## src/rtl/ram_bist.sv

```systemverilog
// BIST sequencer for the 32x32 single-port RAM: write pattern sweep, read-back compare.
// Optional macro RAM_BIST_INV_PASS_EN adds a second sweep with inverted data.
module ram_bist #(
  parameter int unsigned     AW      = 5,
  parameter int unsigned     DW      = 32,
  parameter logic [DW-1:0]   PATTERN = 32'hA5A5_5A5A
) (
  input  logic          clk,
  input  logic          rst,
  input  logic          start,
  output logic          cen,
  output logic          wen,
  output logic [AW-1:0] addr,
  output logic [DW-1:0] din,
  input  logic [DW-1:0] ram_dout,
  output logic          busy,
  output logic          done,
  output logic          pass,
  output logic [6:0]    err_cnt,
  output logic [AW-1:0] fail_addr
);

  localparam logic [2:0] S_IDLE   = 3'd0;
  localparam logic [2:0] S_WRITE  = 3'd1;
  localparam logic [2:0] S_READ   = 3'd2;
  localparam logic [2:0] S_DRAIN  = 3'd3;
  localparam logic [2:0] S_FINISH = 3'd4;

  localparam logic [AW-1:0] ADDR_LAST = '1;

  logic [2:0]    state;
  logic          drain_cnt;
  logic          inv;
  logic [AW-1:0] addr_nxt;

  // Compare pipe: stage 1 tracks the presented read, stage 2 lines up with ram_dout.
  logic          v1, v2;
  logic [DW-1:0] e1, e2;
  logic [AW-1:0] a1, a2;

  function automatic logic [DW-1:0] pat(input logic [AW-1:0] a, input logic flip);
    return (PATTERN ^ DW'({6{a}})) ^ {DW{flip}};
  endfunction

  assign addr_nxt = addr + 1'b1;

  always_ff @(posedge clk) begin
    if (rst) begin
      state     <= S_IDLE;
      drain_cnt <= 1'b0;
      inv       <= 1'b0;
      cen       <= 1'b0;
      wen       <= 1'b0;
      addr      <= '0;
      din       <= '0;
      busy      <= 1'b0;
      done      <= 1'b0;
      pass      <= 1'b0;
      err_cnt   <= '0;
      fail_addr <= '0;
      v1        <= 1'b0;
      v2        <= 1'b0;
      e1        <= '0;
      e2        <= '0;
      a1        <= '0;
      a2        <= '0;
    end else begin
      done <= 1'b0;
      v1   <= 1'b0;
      v2   <= v1;
      e2   <= e1;
      a2   <= a1;

      if (v2 && (ram_dout != e2)) begin
        err_cnt <= err_cnt + 1'b1;
        if (err_cnt == '0)
          fail_addr <= a2;
      end

      case (state)
        S_IDLE: begin
          if (start) begin
            state     <= S_WRITE;
            busy      <= 1'b1;
            err_cnt   <= '0;
            fail_addr <= '0;
            pass      <= 1'b0;
            inv       <= 1'b0;
            cen       <= 1'b1;
            wen       <= 1'b1;
            addr      <= '0;
            din       <= pat('0, 1'b0);
          end
        end

        S_WRITE: begin
          if (addr == ADDR_LAST) begin
            state <= S_READ;
            wen   <= 1'b0;
            din   <= '0;
            addr  <= '0;
            v1    <= 1'b1;
            e1    <= pat('0, inv);
            a1    <= '0;
          end else begin
            addr <= addr_nxt;
            din  <= pat(addr_nxt, inv);
          end
        end

        S_READ: begin
          if (addr == ADDR_LAST) begin
            state     <= S_DRAIN;
            cen       <= 1'b0;
            wen       <= 1'b0;
            drain_cnt <= 1'b0;
          end else begin
            addr <= addr_nxt;
            v1   <= 1'b1;
            e1   <= pat(addr_nxt, inv);
            a1   <= addr_nxt;
          end
        end

        S_DRAIN: begin
          if (!drain_cnt) begin
            drain_cnt <= 1'b1;
          end else begin
`ifdef RAM_BIST_INV_PASS_EN
            if (!inv) begin
              state <= S_WRITE;
              inv   <= 1'b1;
              cen   <= 1'b1;
              wen   <= 1'b1;
              addr  <= '0;
              din   <= pat('0, 1'b1);
            end else begin
              state <= S_FINISH;
              done  <= 1'b1;
              busy  <= 1'b0;
              pass  <= (err_cnt == '0);
            end
`else
            state <= S_FINISH;
            done  <= 1'b1;
            busy  <= 1'b0;
            pass  <= (err_cnt == '0);
`endif
          end
        end

        S_FINISH: state <= S_IDLE;

        default: state <= S_IDLE;
      endcase
    end
  end

endmodule

```

## config.mk

```make
export PLATFORM = sky130hd
export DESIGN_NAME = ram_bist
export DESIGN_NICKNAME = d
export VERILOG_FILES = /design/src/rtl/ram_bist.sv
export SDC_FILE = /design/constraint.sdc
export NUM_CORES = 1
export LEC_CHECK = 0
export BUFFER_PORTS_ARGS = -buffer_cell sky130_fd_sc_hd__buf_2
export CORE_MARGIN = 10
export CORE_UTILIZATION = 54
export CTS_CLUSTER_DIAMETER = 150
export DETAILED_ROUTE_END_ITERATION = 8
export PLACE_DENSITY = 0.85
export SYNTH_ARGS = -nofsm -noshare
export SYNTH_HDL_FRONTEND = slang
export SYNTH_SLANG_ARGS = --single-unit
```

## constraint.sdc

```tcl
create_clock -name clk -period 3.29 [get_ports clk]
set_input_delay 0.329 -clock clk [delete_from_list [all_inputs] [get_ports clk]]
set_output_delay 0.329 -clock clk [all_outputs]
set_load 0.03 [all_outputs]
```

==> results of run 1 <==
[cell usage after synthesis, types with 2 or more instances]
master                     count
sky130_fd_sc_hd__nor2b_1      11
sky130_fd_sc_hd__a221oi_1      4
sky130_fd_sc_hd__nand2b_1      2
sky130_fd_sc_hd__nor3_1        6
sky130_fd_sc_hd__nand2_1      27
sky130_fd_sc_hd__or4_1         4
sky130_fd_sc_hd__ha_1          5
sky130_fd_sc_hd__buf_4        23
sky130_fd_sc_hd__nor4_1        2
sky130_fd_sc_hd__o21ai_0      16
sky130_fd_sc_hd__buf_1         2
sky130_fd_sc_hd__inv_1        10
sky130_fd_sc_hd__xor2_1        2
sky130_fd_sc_hd__nor2_1       39
sky130_fd_sc_hd__clkbuf_1     10
sky130_fd_sc_hd__and2b_1       2
sky130_fd_sc_hd__mux2i_1       6
sky130_fd_sc_hd__a211oi_1      2
sky130_fd_sc_hd__xnor2_1       6
sky130_fd_sc_hd__or2_2         5
sky130_fd_sc_hd__a21oi_1      17
sky130_fd_sc_hd__a31oi_1       3
sky130_fd_sc_hd__dfxtp_1      57
sky130_fd_sc_hd__or3_2         6
sky130_fd_sc_hd__nand4_1       6
sky130_fd_sc_hd__nand3_1       8
sky130_fd_sc_hd__a22oi_1      15
sky130_fd_sc_hd__buf_6         2
[worst paths after layout]
path | from | end | cells after the start
setup reg to reg | addr[0] | e1[12] | 8
hold reg to reg | e1[12] | e2[12] | 2
setup / recovery | addr[0] | e1[12] | 8
hold / removal | start | cen | 5
[sequential cells by signal, indices dropped and copies added (netlist names)]
register and count:
a1 4, a2 4, addr 5, busy 1
cen 1, din 9, done 1, drain_cnt 1
e1 6, e2 6, err_cnt 7, fail_addr 5
pass 1, state 3, v1 1, v2 1
wen 1
[layout make-up]
type / instances / area (µm²)
clock buffers: 13 / 149
clock inverters: 3 / 40.0
fillers: 428 / 1600
inverters: 10 / 37.5
multi-input cells: 210 / 1260
flip-flops and latches: 57 / 1140
well taps: 67 / 83.8
repair buffers: 88 / 443
[through the flow]
stage / cell area [µm²] / worst slack [ns]
floorplan: 2680 / 0.900
CTS: 3150 / 0.684
global placement: 2960 / 0.758
detailed placement: 2960 / 0.700
finish: 3150 / 0.686
global route: 3150 / 0.485
[kinds of logic after synthesis]
logic type / count (synthesis) / synth area share [%]
compound gates: 62 / 14.9
xor+xnor: 8 / 2.62
fa+ha+maj: 5 / 2.34
buf+inv: 47 / 10.4
flops: 57 / 42.7
mux: 6 / 2.25
other cells: 1 / 0.140
simple gates: 128 / 24.7
[critical path, stage by stage (launching register included)]
cell	delay, ns
sky130_fd_sc_hd__dfxtp_1	0.35
sky130_fd_sc_hd__ha_1	0.26
sky130_fd_sc_hd__nand3_1	0.12
sky130_fd_sc_hd__inv_1	0.06
sky130_fd_sc_hd__ha_1	0.36
sky130_fd_sc_hd__nor4b_2	0.76
sky130_fd_sc_hd__a21oi_1	0.08
sky130_fd_sc_hd__buf_4	0.21
sky130_fd_sc_hd__a221oi_1	0.29
[where the power goes]
group | internal (mW) | switching, mW
logic | 0.0589 | 0.131
clock network | 0.369 | 0.248
registers | 0.704 | 0.0142
[routing by layer]
layer	vias up	track usage, %	part of all wire [%]
met4	0	4.91	1.8
li1	1194	-	-
met1	1060	17.8	45
met3	10	7.73	8.8
met2	96	22.4	44
met5	-	0	0
==> flow_summary.toml, run 1 <==
[worst_hold_path]
worst_hold_path_type = "in -> reg"

[cells_and_area]
layout.cells.most_common_list = "87 x sky130_fd_sc_hd__buf_2, 57 x sky130_fd_sc_hd__dfxtp_1, 39 x sky130_fd_sc_hd__nor2_1"
final_nets = 416
drive_gt1_share_pct = 31.0
diodes = 0
area.growth.synth_to_final_pct = 17.8
fin_cells = 448
most_frequent_standard_cell_in_the_layout_excluding_fill_and_tap_cells = "sky130_fd_sc_hd__buf_2"
final_core_utilization_pct = 66.3

[floorplan]
floorplan.initialDensity_pct = 56.3
dieWidth_um = 90.4
top_level_ports = 89
floorplan.die.height_um = 90.4
core_area_mm2 = 0.00475
std_cell_rows = 25
floorplan.die_area_mm2 = 0.00817

[sta]
max_freq_mhz = 384
slew_headroom_pct = 45.4
layout_min_cycle_time_ns = 2.60
holdWs_ns = 0.426
report.final.slew_viol_count = 0
fin_skew_ns = 0.00785
report.final.hold_viol_count = 0
setup-tns-final_ns = 0
tightest_slew_ns = 0.817
rsz_0062_raised_after_global_routing = "no"
setup_viol = 0
share_of_the_clock_period_used_by_the_worst_path_after_layout_pct = 79.1

[clock_network]
worst_setup_hold_path_clk_slew_ns = 0.06
tritoncts.num_buffers = 9
cts_tree = "built"
max-clock-path-buffers = 2
cts_root_buffer = "sky130_fd_sc_hd__clkbuf_8"
insertion_delay_ns = 0.32
post_cts_buffers = 0
cts.sinks = 57
htreeDepth = 3
post_cts.resized_instances = 0
hold_fix_buffer_count_after_cts = 0

[logic_synthesis]
syn-instance-count = 314
synth_enable_flop_cells = 0
ys_top_cells_by_area = "sky130_fd_sc_hd__dfxtp_1 43%, sky130_fd_sc_hd__buf_4 6.5%, sky130_fd_sc_hd__nor2_1 5.5%"
postSynthNetCount = 354
most_frequently_used_flop_master_after_synthesis = "sky130_fd_sc_hd__dfxtp_1"
synth_async_reset_ratio_pct = 0
synthesis.area_mm2 = 0.00268
netlist.top_cell.by_area = "sky130_fd_sc_hd__dfxtp_1"
synth.yosys.warnings = 0
synthDominantCellAreaShare_pct = 42.7
synth.yosys.seq_area_share_pct = 42.7
synthesis.area_per_instance_um2 = 8.52
postSynthRegisterBits = 57
yosys.cell_types.count = 44

[power]
power.static_leakage_nw = 1.37
total_power_mw = 1.52
p_per_area_mw_per_mm2 = 484
vdd_drop_max_uv = 342

[worst_setup_path]
worst_ep_required_time_ns = 3.51
regToRegSetupSlack_ns = 0.69
path_max_fanout = 16
endpoint_kind = "flop"
worstPathArrival_ns = 2.82
cp_class = "reg -> reg"
critical_path.startpoint_type = "flop"

[global_routing]
grt_util_all_layers_pct = 14.9
grt_remaining_overflow = 0
grt_pass1_vias = 2190
antenna_found_initial = 0
first_pass_grt_wire_length_mm = 10.3
grt_max_degree = 47

[place]
dpl.cell_count = 432
hpwl_mm = 4.70
place.gp.congestion = 0.844
port_buffers = 87

[routing]
drt_pre_antenna_iters = 5
routed-via-count = 2360
antenna_left = 0
vias_per_cell = 5.27
drt_wl_total_mm = 6.28
dr.first_iter.drc_count = 138
wire_per_inst_um = 14.0
count_of_unresolved_drc_violations_after_routing = 0

[run]
cap_violations = 0

[run_status]
outcome = "completed"
No activity file was read; power rests on OpenSTA's default activity.
==> run 2, diff against run 1 <==
--- a/config.mk
+++ b/config.mk
@@ -7,10 +7,10 @@
 export LEC_CHECK = 0
 export BUFFER_PORTS_ARGS = -buffer_cell sky130_fd_sc_hd__buf_2
 export CORE_MARGIN = 10
-export CORE_UTILIZATION = 54
+export CORE_UTILIZATION = 45
 export CTS_CLUSTER_DIAMETER = 150
 export DETAILED_ROUTE_END_ITERATION = 8
-export PLACE_DENSITY = 0.85
+export PLACE_DENSITY = 0.75
 export SYNTH_ARGS = -nofsm -noshare
 export SYNTH_HDL_FRONTEND = slang
 export SYNTH_SLANG_ARGS = --single-unit
==> constraint.sdc (replaced) <==
create_clock -name clk -period 2.1 [get_ports clk]
set_input_delay 0.21 -clock clk [delete_from_list [all_inputs] [get_ports clk]]
set_output_delay 0.21 -clock clk [all_outputs]
set_load 0.03 [all_outputs]
==> flow_summary.toml, run 2 (synthesis results as in run 1) <==
[global_routing]
antenna_found_initial = 0
grt_remaining_overflow = 0
grt_pass1_vias = 2472
grt_util_all_layers_pct = 14.5
first_pass_grt_wire_length_mm = 11.4
grt_max_degree = 25

[worst_hold_path]
worst_hold_path_type = "in -> reg"
worst_hold_path.num_cells = 2
worst_hold_path.endpoint = "e2[23]"
timing.hold.worst.start = "rst"

[routing]
dr.first_iter.drc_count = 124
antenna_left = 0
wire_per_inst_um = 14.5
vias_per_cell = 5.21
drt_wl_total_mm = 6.87
routed-via-count = 2462
count_of_unresolved_drc_violations_after_routing = 0
drt_pre_antenna_iters = 4

[floorplan]
floorplan.die_area_mm2 = 0.00943
floorplan.die.height_um = 97.1
core_area_mm2 = 0.00585
top_level_ports = 89
std_cell_rows = 28
floorplan.initialDensity_pct = 45.7
dieWidth_um = 97.1

[sta]
share_of_the_clock_period_used_by_the_worst_path_after_layout_pct = 101
holdWs_ns = 0.272
max_freq_mhz = 470
rsz_0062_raised_after_global_routing = "yes"
fin_skew_ns = 0.00680
postLayoutSetupSlackWorst_ns = -0.0255
report.final.slew_viol_count = 0
slew_headroom_pct = 63.0
layout_min_cycle_time_ns = 2.13
report.final.hold_viol_count = 0
tightest_slew_ns = 0.552
setup_viol = 1

[cells_and_area]
max_flop_register = "din"
area.growth.synth_to_final_pct = 28.2
final_core_utilization_pct = 58.6
layout_top_registers = "din: 9 flops, err_cnt: 7 flops"
final_nets = 433
number_of_flip_flops_under_the_largest_register_name = 9
drive_gt1_share_pct = 37.7
diodes = 0
layout.cells.most_common_list = "87 x sky130_fd_sc_hd__buf_2, 54 x sky130_fd_sc_hd__dfxtp_1, 39 x sky130_fd_sc_hd__nor2_1"
most_frequent_standard_cell_in_the_layout_excluding_fill_and_tap_cells = "sky130_fd_sc_hd__buf_2"

[worst_setup_path]
regToRegSetupSlack_ns = -0.03
endpoint_kind = "flop"
critical_path.startpoint_type = "flop"
worst_path_largest_cell_delay_ns = 0.49
cp_class = "reg -> reg"
worstPathArrival_ns = 2.37
worst_ep_required_time_ns = 2.35
critPathBufInv = 2
r2r-end = "fail_addr[1]"
critPathTopFamily = "simple AND/OR/NAND/NOR gates"
worstReg2RegStart = "a2[0]"
worstPathCellList = "nor2b_1 -> or4_1 -> or4_4 -> o31ai_4 -> buf_6 -> buf_12 -> nor2_4 -> mux2i_1"
path_max_fanout = 7
critPathSlowestCell = "sky130_fd_sc_hd__or4_1"
timing.reg2reg.worst_path_depth = 8

[power]
vdd_drop_max_uv = 392
total_power_mw = 2.63
power.static_leakage_nw = 1.51
p_per_area_mw_per_mm2 = 767

[clock_network]
cts.sinks = 57
worst_setup_hold_path_clk_slew_ns = 0.07
tritoncts.num_buffers = 9
cts_root_buffer = "sky130_fd_sc_hd__clkbuf_8"
cts_tree = "built"
max-clock-path-buffers = 2
insertion_delay_ns = 0.33
hold_fix_buffer_count_after_cts = 0
htreeDepth = 3

[run]
cap_violations = 0

[place]
place.gp.congestion = 0.847
port_buffers = 87
hpwl_mm = 5.20

[run_status]
outcome = "finished with violations"
violations = "setup timing"
## run 2: changes by cell type in the layout (fill, tap and decap cells not counted), sizes merged
cell,previous run,this run
buf,88,105
clkbuf,13,12
bufinv,1,2
## run 2: layout make-up
cell class | instances | area, µm²
timing repair buffer | 105 | 607
clock buffer | 12 | 165
sequential | 57 | 1140
fill | 508 | 2420
inverter | 10 | 37.5
multi-input combinational | 210 | 1310
tap | 75 | 93.8
clock inverter | 4 | 73.8
## run 2: worst max-delay path by stage
| stage | start | to | slack [ns] | cells after the start |
|---|---|---|---|---|
| 6_report | a2[0] | fail_addr[1] | -0.03 | 8 |
| 5_1_grt | a2[0] | fail_addr[1] | -0.12 | 8 |
| 4_1_cts | a2[0] | fail_addr[2] | -0.04 | 8 |
| 3_5_place_dp | ram_dout[10] | fail_addr[2] | -0.1 | 8 |
| 3_3_place_gp | ram_dout[10] | fail_addr[0] | -0.07 | 8 |
| 2_1_floorplan | addr[0] | addr[2] | 0.03 | 9 |
## run 2: layer usage
metal / global-route usage, % / up-vias / part of all wire, % / routed length (µm)
met5: 0 / - / 0 / 0
met4: 6.70 / 0 / 1.6 / 110
met3: 4.91 / 16 / 8.0 / 547
met2: 24.1 / 92 / 48 / 3290
met1: 16.4 / 1134 / 43 / 2920
li1: - / 1220 / - / -
## run 2: timing repair
item	4_1_cts	5_1_grt
endpoints found under the hold margin	0	0
endpoints found under the setup margin	11	16
gates resized for setup	3	12
pin swaps	3	6
buffers inserted	1	0
cloned	1	0
## run 2: power breakdown
group / switching, mW / leakage [nW] / internal, mW / total, mW
sequential: 0.0205 / 0.464 / 1.10 / 1.12
combinational: 0.215 / 0.919 / 0.104 / 0.319
clock: 0.425 / 0.123 / 0.765 / 1.19
## run 2: worst register-to-register path: stages, from the launching register on
cell                      delay [ns]
sky130_fd_sc_hd__dfxtp_2        0.36
sky130_fd_sc_hd__nor2b_1        0.05
sky130_fd_sc_hd__or4_1          0.49
sky130_fd_sc_hd__or4_4          0.44
sky130_fd_sc_hd__o31ai_4        0.19
sky130_fd_sc_hd__buf_6          0.16
sky130_fd_sc_hd__buf_12         0.12
sky130_fd_sc_hd__nor2_4         0.05
sky130_fd_sc_hd__mux2i_1        0.20
## run 2: through the flow
step                      setup TNS (ns)  setup slack, ns  cell area [µm²]  std cells
after floorplan                        0           0.0282             2700        314
after global placement            -0.603          -0.0679             3120        455
after detailed placement          -0.841          -0.0953             3120        455
after CTS                         -0.201          -0.0363             3400        473
after global routing              -0.744           -0.118             3430        473
final                            -0.0255          -0.0255             3430        473
==> run 3, diff against run 2 <==
--- a/config.mk
+++ b/config.mk
@@ -7,10 +7,11 @@
 export LEC_CHECK = 0
 export BUFFER_PORTS_ARGS = -buffer_cell sky130_fd_sc_hd__buf_2
 export CORE_MARGIN = 10
-export CORE_UTILIZATION = 45
+export CORE_UTILIZATION = 47
+export CTS_BUF_LIST = sky130_fd_sc_hd__clkbuf_4
 export CTS_CLUSTER_DIAMETER = 150
 export DETAILED_ROUTE_END_ITERATION = 8
-export PLACE_DENSITY = 0.75
+export PLACE_DENSITY = 0.78
 export SYNTH_ARGS = -nofsm -noshare
 export SYNTH_HDL_FRONTEND = slang
 export SYNTH_SLANG_ARGS = --single-unit
==> flow_summary.toml, run 3 (synthesis results as in run 1) <==
[worst_setup_path]
path_max_fanout = 7
critical_path.startpoint_type = "flop"
cp_class = "reg -> reg"
endpoint_kind = "flop"
worstPathArrival_ns = 2.39
worst_ep_required_time_ns = 2.37

[global_routing]
grt_remaining_overflow = 0
grt_pass1_vias = 2373
grt_max_degree = 25
grt_util_all_layers_pct = 14.2
first_pass_grt_wire_length_mm = 10.5
antenna_found_initial = 0

[sta]
max_freq_mhz = 471
slew_headroom_pct = 53.9
layout_min_cycle_time_ns = 2.12
fin_skew_ns = 0.00937
report.final.slew_viol_count = 0
setup_viol = 6
rsz_0062_raised_after_global_routing = "yes"
share_of_the_clock_period_used_by_the_worst_path_after_layout_pct = 101
report.final.hold_viol_count = 0
postLayoutSetupSlackWorst_ns = -0.0237
tightest_slew_ns = 0.686

[routing]
wire_per_inst_um = 14.3
drt_pre_antenna_iters = 4
drt_wl_total_mm = 6.67
routed-via-count = 2400
antenna_left = 0
count_of_unresolved_drc_violations_after_routing = 0
vias_per_cell = 5.15
dr.first_iter.drc_count = 121

[place]
port_buffers = 87
place.gp.congestion = 0.869
dpl.cell_count = 450
hpwl_mm = 5.13

[floorplan]
floorplan.die_area_mm2 = 0.00911
dieWidth_um = 95.4
core_area_mm2 = 0.00551
std_cell_rows = 27
floorplan.die.height_um = 95.4
floorplan.initialDensity_pct = 48.6
top_level_ports = 89

[clock_network]
tritoncts.num_buffers = 9
worst_setup_hold_path_clk_slew_ns = 0.08
insertion_delay_ns = 0.39
cts_root_buffer = "sky130_fd_sc_hd__clkbuf_4"
cts.sinks = 57
cts_tree = "built"
htreeDepth = 3
max-clock-path-buffers = 2

[cells_and_area]
drive_gt1_share_pct = 37.8
layout_top_registers = "din: 9 flops, err_cnt: 7 flops"
area.growth.synth_to_final_pct = 23.1
num-fill-cells = 487
most_frequent_standard_cell_in_the_layout_excluding_fill_and_tap_cells = "sky130_fd_sc_hd__buf_2"
number_of_flip_flops_under_the_largest_register_name = 9
fin_cells = 466
layout.cells.most_common_list = "87 x sky130_fd_sc_hd__buf_2, 54 x sky130_fd_sc_hd__dfxtp_1, 39 x sky130_fd_sc_hd__nor2_1"
final_nets = 431
max_flop_register = "din"
diodes = 0
final_core_utilization_pct = 59.8

[run_status]
violations = "setup timing"
outcome = "finished with violations"

[power]
vdd_drop_max_uv = 465
p_per_area_mw_per_mm2 = 628
power.static_leakage_nw = 1.44
total_power_mw = 2.07

[run]
cap_violations = 0

[worst_hold_path]
worst_hold_path_type = "in -> reg"
[run 3: cell count changes in the layout (fill, tap and decap cells not counted), moves of 2 or more]
cell and delta:
sky130_fd_sc_hd__clkbuf_4 +13, sky130_fd_sc_hd__buf_4 -2, sky130_fd_sc_hd__o21ai_0 -2, sky130_fd_sc_hd__bufinv_16 -2, sky130_fd_sc_hd__clkbuf_8 -12
[run 3: layer usage]
metal  routed length [µm]  vias to the layer above  share of wire [%]  track usage (%)
li1                     -                     1218                  -                -
met1                 2890                     1101                 43             15.9
met2                 3090                       73                 46             23.9
met3                  607                        8                9.1             6.76
met4                   91                        0                1.4             3.56
met5                    0                        -                  0                0
[run 3: worst paths after layout]
| check | startpoint | end | slack (ns) | depth (start not counted) |
|---|---|---|---|---|
| max | a2[0] | fail_addr[1] | -0.02 | 8 |
| min | rst | e2[23] | 0.22 | 2 |
| max reg2reg | a2[0] | fail_addr[1] | -0.02 | 8 |
| min reg2reg | e1[12] | e2[12] | 0.45 | 2 |
[run 3: cell type report]
type	count	area [µm²]	share of cell area [%]
inverters	10	37.5	1.14
well taps	72	90.1	2.74
repair buffers	103	592	18.0
clock buffers	13	97.6	2.96
flip-flops and latches	57	1150	34.9
multi-input cells	210	1320	40.2
clock inverters	1	5.00	0.152
[run 3: metrics by stage]
step	instance area (µm²)	hold WS, ns	setup TNS [ns]	setup slack (ns)
after global placement	3100	0.422	-0.549	-0.0637
after detailed placement	3100	0.439	-1.01	-0.116
after floorplan	2700	0.414	0	0.0282
after global routing	3290	0.212	-0.871	-0.105
final	3290	0.218	-0.108	-0.0237
after CTS	3260	0.205	-0.425	-0.0577
[run 3: power breakdown]
group	switching (mW)	internal, mW	leakage, nW
Sequential	0.0171	1.10	0.464
Clock	0.352	0.283	0.0637
Combinational	0.213	0.102	0.917
[run 3: what timing repair did]
action | CTS | global route
gates resized for setup | 10 | 11
hold buffers | 0 | 0
buffers inserted | 1 | 0
endpoints found under the setup margin | 11 | 13
endpoints found under the hold margin | 0 | 0
gates cloned | 1 | 0
pin swaps | 6 | 5
[run 3: critical path: stages (launching register included)]
cell and delay, ns:
sky130_fd_sc_hd__dfxtp_4 0.37, sky130_fd_sc_hd__nor2b_2 0.04, sky130_fd_sc_hd__or4_4 0.49, sky130_fd_sc_hd__or4_4 0.44, sky130_fd_sc_hd__o31ai_4 0.20, sky130_fd_sc_hd__buf_6 0.16
sky130_fd_sc_hd__buf_12 0.12, sky130_fd_sc_hd__nor2_4 0.06, sky130_fd_sc_hd__mux2i_1 0.12
